## config.mk

```make
export PLATFORM = sky130hd
export DESIGN_NAME = max_block_sequencer
export DESIGN_NICKNAME = d
export VERILOG_FILES = /design/src/rtl/max_block_sequencer_pkg.sv /design/src/rtl/max_block_sequencer_cmp.sv /design/src/rtl/max_block_sequencer.sv
export SDC_FILE = /design/constraint.sdc
export NUM_CORES = 1
export LEC_CHECK = 0
export BUFFER_PORTS_ARGS = -buffer_cell sky130_fd_sc_hd__buf_2
export CAP_MARGIN = 20
export CELL_PAD_IN_SITES_DETAIL_PLACEMENT = 1
export CELL_PAD_IN_SITES_GLOBAL_PLACEMENT = 2
export CORE_ASPECT_RATIO = 0.75
export CORE_MARGIN = 2
export CORE_UTILIZATION = 34
export DETAILED_ROUTE_END_ITERATION = 10
export PLACE_DENSITY_LB_ADDON = 0.08
export SYNTH_ARGS = -nofsm -noshare
export SYNTH_HDL_FRONTEND = slang
export SYNTH_HIERARCHICAL = 1
export SYNTH_SLANG_ARGS = --single-unit
export TNS_END_PERCENT = 5
```

## constraint.sdc

```tcl
create_clock -name clk -period 2.7 [get_ports clk]
set_input_delay 0.54 -clock clk [delete_from_list [all_inputs] [get_ports clk]]
set_output_delay 0.54 -clock clk [all_outputs]
set_load 0.005 [all_outputs]
```

## src/rtl/max_block_sequencer_pkg.sv

```systemverilog
// Shared definitions for the max-of-block sequencer: state encodings, default
// sizing and the index-width helper.
package max_block_sequencer_pkg;

   localparam int DefaultW = 4;
   localparam int DefaultN = 8;

   typedef enum logic [1:0] {
      ST_IDLE  = 2'd0,
      ST_ACCUM = 2'd1,
      ST_DONE  = 2'd2
   } state_e;

   // Index/counter width; a single-sample block still needs one bit.
   function automatic int idxWidth(input int n);
      return (n <= 1) ? 1 : $clog2(n);
   endfunction

endpackage

```

## src/rtl/max_block_sequencer_cmp.sv

```systemverilog
// Shared unsigned comparator: flags when b beats a and forwards the larger value.
module max_cmp #(
   parameter int W = 4
) (
   input  logic [W-1:0] a,
   input  logic [W-1:0] b,
   output logic         gt,
   output logic [W-1:0] y
);

   assign gt = (b > a);
   assign y  = gt ? b : a;

endmodule

```

## src/rtl/max_block_sequencer.sv

```systemverilog
// Streams a block of N samples through one comparator, then presents the block
// maximum and the index of its first occurrence until the consumer takes it.
module max_block_sequencer
   import max_block_sequencer_pkg::*;
#(
   parameter  int W  = DefaultW,
   parameter  int N  = DefaultN,
   localparam int IW = idxWidth(N)
) (
   input  logic          clk,
   input  logic          rst,
   input  logic          start,
   input  logic          in_valid,
   input  logic [W-1:0]  in_data,
   output logic          in_ready,
   output logic          out_valid,
   output logic [W-1:0]  out_max,
   output logic [IW-1:0] out_idx,
   input  logic          out_ready,
   output logic          busy
);

   localparam logic [IW-1:0] LastIdx = IW'(N - 1);

   state_e        state_q, state_d;
   logic [IW-1:0] cnt_q, cnt_d;
   logic [W-1:0]  runMax_q, runMax_d;
   logic [IW-1:0] runIdx_q, runIdx_d;
   logic [W-1:0]  outMax_q, outMax_d;
   logic [IW-1:0] outIdx_q, outIdx_d;

   logic          cmpGt;
   logic [W-1:0]  cmpY;
   logic [W-1:0]  newMax;
   logic [IW-1:0] newIdx;

   max_cmp #(.W(W)) u_cmp (
      .a  (runMax_q),
      .b  (in_data),
      .gt (cmpGt),
      .y  (cmpY)
   );

   // The first sample seeds the running maximum; later ones only win on a strict
   // greater-than, so ties keep the earlier index.
   always_comb begin
      newMax = runMax_q;
      newIdx = runIdx_q;
      if (cnt_q == '0) begin
         newMax = in_data;
         newIdx = '0;
      end else begin
         newMax = cmpY;
         if (cmpGt) begin
            newIdx = cnt_q;
         end
      end
   end

   always_comb begin
      state_d  = state_q;
      cnt_d    = cnt_q;
      runMax_d = runMax_q;
      runIdx_d = runIdx_q;
      outMax_d = outMax_q;
      outIdx_d = outIdx_q;
      case (state_q)
         ST_IDLE: begin
            if (start) begin
               state_d = ST_ACCUM;
               cnt_d   = '0;
            end
         end
         ST_ACCUM: begin
            if (in_valid) begin
               runMax_d = newMax;
               runIdx_d = newIdx;
               if (cnt_q == LastIdx) begin
                  state_d  = ST_DONE;
                  outMax_d = newMax;
                  outIdx_d = newIdx;
               end else begin
                  cnt_d = cnt_q + IW'(1);
               end
            end
         end
         ST_DONE: begin
            if (out_ready) begin
               state_d = ST_IDLE;
            end
         end
         default: state_d = ST_IDLE;
      endcase
   end

   always_ff @(posedge clk) begin
      if (rst) begin
         state_q  <= ST_IDLE;
         cnt_q    <= '0;
         runMax_q <= '0;
         runIdx_q <= '0;
         outMax_q <= '0;
         outIdx_q <= '0;
      end else begin
         state_q  <= state_d;
         cnt_q    <= cnt_d;
         runMax_q <= runMax_d;
         runIdx_q <= runIdx_d;
         outMax_q <= outMax_d;
         outIdx_q <= outIdx_d;
      end
   end

   // The result lives in its own registers so it holds steady while a new block accumulates.
   assign in_ready  = (state_q == ST_ACCUM);
   assign out_valid = (state_q == ST_DONE);
   assign busy      = (state_q == ST_ACCUM) || (state_q == ST_DONE);
   assign out_max   = outMax_q;
   assign out_idx   = outIdx_q;

endmodule

```

# Word level (Yosys, flattened, before mapping)
# Cells that the tools add are included.
# totals
word_cells	37
mem_bits_ro	0
in_bits	9
latch_bits	0
mem_count	0
out_inout_bits	10
register_bits	19
mem_bits_rw	0
# op_classes
order_cmp	1
eq_ne	8
add_sub_neg	1
multipliers	0
n_mux	13
bitwise	0
reduce_logical	8
div	0
shift	0
# op_table
cell	count
$mux W3	5
$mux W2	4
$mux W4	2
$reduce_and A4 Y1	2
$ne A2 B2 Y1 const B	3
$pmux W2 S3	1
$pmux W3 S2	1
$gt A4 B4 Y1	1
$ne A2 B1 Y1 const B	2
$add A3 B1 Y3 const B	1
$eq A3 B3 Y1 const B	1
$logic_not A3 Y1	1
$reduce_and A3 Y1	1
$eq A2 B1 Y1 const B	1
$eq A2 B2 Y1 const B	1
$logic_not A2 Y1	1
$reduce_and A2 Y1	1
$reduce_bool A2 Y1	1
$logic_or A1 B1 Y1	1

# Depth between registers and ports, before layout
# depth
ltp_word	4
depth_mapped	8
ltp_nobuf	8

# By module
# The synthesis kept the hierarchy.
# modules_own_cells
module	instances	cells_each	seq_area_each_um2	area_each_um2
max_block_sequencer	1	106	380.4	1046.0
max_cmp	1	17	0.0	160.2

# Worst setup path before layout
# Ideal clock, no wire load.
# synth_timing
path_type	input port to flip-flop
start	input in_data[1]
end	register outMax_q[1] (netlist: out_max[1])
required_time_ns	2.572
path_buffers	0
slack_ns	0.616
setup_ns	0.128
cell_stages	7
arrival_time_ns	1.956
path_cell_list	ha_1 nor2b_1 o211ai_2 a21oi_4 mux2_2 mux2i_1 a211oi_2
# synth_between
elab_chain_len	3
# synth_lines
item	line	text
from (decl)	max_block_sequencer.sv:14	input logic [W-1:0] in_data,
$gt A4 B4 Y1	max_block_sequencer_cmp.sv:11	assign gt = (b > a);
net cmpGt	max_block_sequencer.sv:32	logic cmpGt;
$mux W4	max_block_sequencer_cmp.sv:12	assign y = gt ? b : a;
net cmpY[1]	max_block_sequencer.sv:33	logic [W-1:0] cmpY;
$mux W4	max_block_sequencer.sv:49	if (cnt_q == '0) begin
to (signal assigned)	max_block_sequencer.sv:109	outMax_q <= outMax_d;
to (decl)	max_block_sequencer.sv:29	logic [W-1:0] outMax_q, outMax_d;
# The timed path passes the listed nets, and every way through them passes these cells.
# A chain may end at the register's enable or synchronous reset.

# Final worst setup path
# layout_timing
start	register runMax_q[3]
end	register outMax_q[2] (netlist: out_max[2])
# layout_between
elab_chain_len	3
# layout_lines
item	line	text
from (decl)	max_block_sequencer.sv:27	logic [W-1:0] runMax_q, runMax_d;
from (signal assigned)	max_block_sequencer.sv:107	runMax_q <= runMax_d;
$gt A4 B4 Y1	max_block_sequencer_cmp.sv:11	
net cmpGt	max_block_sequencer.sv:32	
$mux W4	max_block_sequencer_cmp.sv:12	
net cmpY[2]	max_block_sequencer.sv:33	
$mux W4	max_block_sequencer.sv:49	
# The timed path passes the listed nets, and every way through them passes these cells.

==> results.yml <==
run_status:
  run_status: "complete, no violations"
placed_design:
  numPortBuffers: 18
  dp.final_hpwl_um: 2032
  routabilityCongestion: 0.6381
  post-place-cells: 176
timing:
  grt_setup_unrepaired: "no"
  timing.fmax_mhz: 450.5
  post-route-min-period_ns: 2.220
  fin_crit_sh: 0.8221
  hold_viol: 0
  finalMaxSlewViolations: 0
  timing.clock.skew_ns: 0.005268
  pin_slew_with_the_least_headroom_to_its_limit_ns: 0.5871
  finalSetupViolations: 0
  slew_headroom: 0.6086
  setup_tns_ns: 0
power_and_ir_drop:
  power_leakage_nw: 0.5782
  combinationalPowerShare: 0.446
  cell_internal_pwr_mw: 0.6095
  power.ir.vdd_worst_uv: 298.0
  pwr_density_cell_nw_per_um2: 722.1
  swShare: 0.3759
  clockPowerShare: 0.209
  switchingPower_mw: 0.3671
  seq_power_share: 0.345
layout:
  fillers: 386
  final_nets: 162
  drive_gt1_frac: 0.3071
  antennaDiodeCount: 0
  finish.cell_count_without_fillers: 180
  area.sequential_um2: 380.4
  area_taken_by_multi_input_logic_gates_um2: 755.7
  layout-area-overhead-vs-synth_pct: 12.14
clock_tree:
  clk_pin_slew_worst_paths_ns: 0.08
  cts.htree.levels: 1
  cts-root-to-sink-buffers: 2
  cts_resized: 0
  cts_num_sinks: 19
  cts.hold.buffers_added: 0
  tritoncts: "done"
  cts_buffers: 3
  clockRootBuffer: "clkbuf_8"
  cts.repair_timing.setup_buffer_count: 0
  clk_latency_ns: 0.26
hold_path:
  holdPathEnd: "out_idx[1]"
  min-delay-start: "out_idx[1]"
  holdPathStages: 2
  timing.hold.worst.class: "flop to flop"
floorplan:
  die_width_um: 72.78
  effective_utilization_at_floorplan: 0.3619
  die_area_um2: 4045
  height_of_the_chip_um: 55.58
  ios: 19
  std_cell_rows: 18
  design.core.area_um2: 3333
critical_path:
  worst-endpoint-required_ns: 2.83
  cp_slowest_cell: "mux2_2"
  cp_data_arrival_time_ns: 2.35
  reg2reg_from: "runMax_q[3]"
  reg2regPathDepth: 7
  worstPathCellList: "inv_1 > ha_1 > and4_2 > a21oi_4 > mux2_2 > mux2i_1 > a211oi_2"
  worstSetupEndpointType: "flop"
  worst-r2r-setup-slack_ns: 0.48
  worst_r2r_endpoint: "out_max[2]"
  cell_family_with_most_cp_delay: "multiplexers"
  cp.buffers_inverters: 1
  setup.worst_path.class: "flop to flop"
  timing.critical_path.slowest_cell_delay_ns: 0.38
  critPathLaunch: "runMax_q[3]"
  startpoint_type: "flop"
  critPathMaxFanout: 9
logic_synthesis:
  syn_inst: 123
  number_of_flops_mapped_to_enable_cells_by_yosys: 0
  yosysWarningCount: 6
  postSynthAreaPerCell_um2: 9.806
  netlist_area_um2: 1206
  yosys_register_bits: 19
  synth_top_flop_cell: "dfxtp_1"
  synth.lib_cells_used.distinct: 29
  netlist_top_cells_count: "dfxtp_1, ha_1, mux2i_1"
  synth_nets: 144
  synth_sequential_area_ratio: 0.3154
  synth.top_cells.by_area: "dfxtp_1, ha_1, mux2i_1"
  async_flop_share: 0
  share_of_the_synthesized_area_in_the_top_cell_type: 0.3154
  synthDominantAreaCellType: "dfxtp_1"
  synth_most_common_cell: "dfxtp_1"
grt:
  vias_in_the_first_global_route: 952
  grt_pass1_wl_um: 4671
  antenna_violations_before_repair: 0
  grt_max_degree: 25
  grt.total_usage: 0.1498
  gr-total-overflow: 0
drt:
  drcViolationCount: 0
  drt_wl_total_um: 2653
  antenna_violating_nets_post_route: 0
  drt_iter0_drc: 14
  drtPass1Iterations: 3
  route.detailed.vias_per_inst: 5.044
  routedWlPerCell_um: 14.74
  via_count: 908
run:
  timing.max_cap.violations: 0
[through the flow]
step | setup slack [ns] | total power [mW] | area, µm² | hold slack, ns | util
after detailed placement | 0.2443 | 0.7867 | 1306 | 0.4560 | 0.3919
after CTS | 0.4769 | 0.9981 | 1353 | 0.4707 | 0.4058
after global routing | 0.3857 | 1.066 | 1353 | 0.5019 | 0.4058
after floorplan | 0.6162 | 0.6903 | 1206 | 0.4338 | -
after global placement | 0.3011 | 0.7712 | 1306 | 0.4430 | 0.3919
final | 0.4803 | 0.9766 | 1353 | 0.4657 | 0.4058
[power by group through the flow]
stage / registers [mW] / logic [mW] / clock network, mW
floorplan: 0.335 / 0.355 / 0
global placement: 0.342 / 0.429 / 0
detailed placement: 0.345 / 0.442 / 0
CTS: 0.338 / 0.444 / 0.216
global route: 0.342 / 0.495 / 0.229
finish: 0.337 / 0.436 / 0.204
[flip-flops by register name, summed over array words and instances, names as in the netlist]
register and count:
runIdx_q 3, out_max 4, cnt_q 3, out_idx 3, runMax_q 4, state_q 2
[worst max path at each step]
stage	to	slack (ns)	cells after the start
floorplan	out_max[1]	0.62	7
global placement	out_max[2]	0.30	8
detailed placement	out_max[2]	0.24	8
CTS	out_max[2]	0.48	7
global route	out_max[2]	0.39	7
finish	out_max[2]	0.48	7
[per-layer routing]
layer | vias up | GRT usage | routed length (µm)
li1 | 462 | - | -
met1 | 429 | 0.2094 | 1426
met2 | 13 | 0.2286 | 1126
met3 | 4 | 0.04348 | 79
met4 | 0 | 0.03175 | 20
met5 | - | 0 | 0
[kinds of logic after synthesis]
kind of cell    share of synthesized area
flops                              0.3153
compound gates                     0.1598
fa+ha+maj                          0.1245
mux                                0.1307
simple gates                       0.2116
buf+inv                           0.05809
[placed cells by master, fill, tap and decap left out, drive strengths merged, types with 3 or more instances in the layout]
master  Yosys  final
nand2b      8      8
ha         12     12
nor2b       5      5
nand3b      3      3
clkbuf      0      3
mux2        6      6
nand2       7      7
a211oi      9      9
nand3       5      5
mux2i       9      9
a21oi       8      8
o211ai      3      3
nor2        9      9
dfxtp      19     19
buf         5     18
inv         8      8
[layout make-up]
type	count	area share
Inverter	8	0.02220
Tap cell	40	0.03700
Timing Repair Buffer	18	0.06660
Clock inverter	1	0.003700
Sequential cell	19	0.2812
Clock buffer	3	0.03053
Multi-Input combinational cell	91	0.5587
[worst min-delay path: stages, from the launching register on]
cell and delay [ns]:
dfxtp_1 0.31, nand2_1 0.05, a21oi_1 0.06
(Power assumes the default switching activity.)
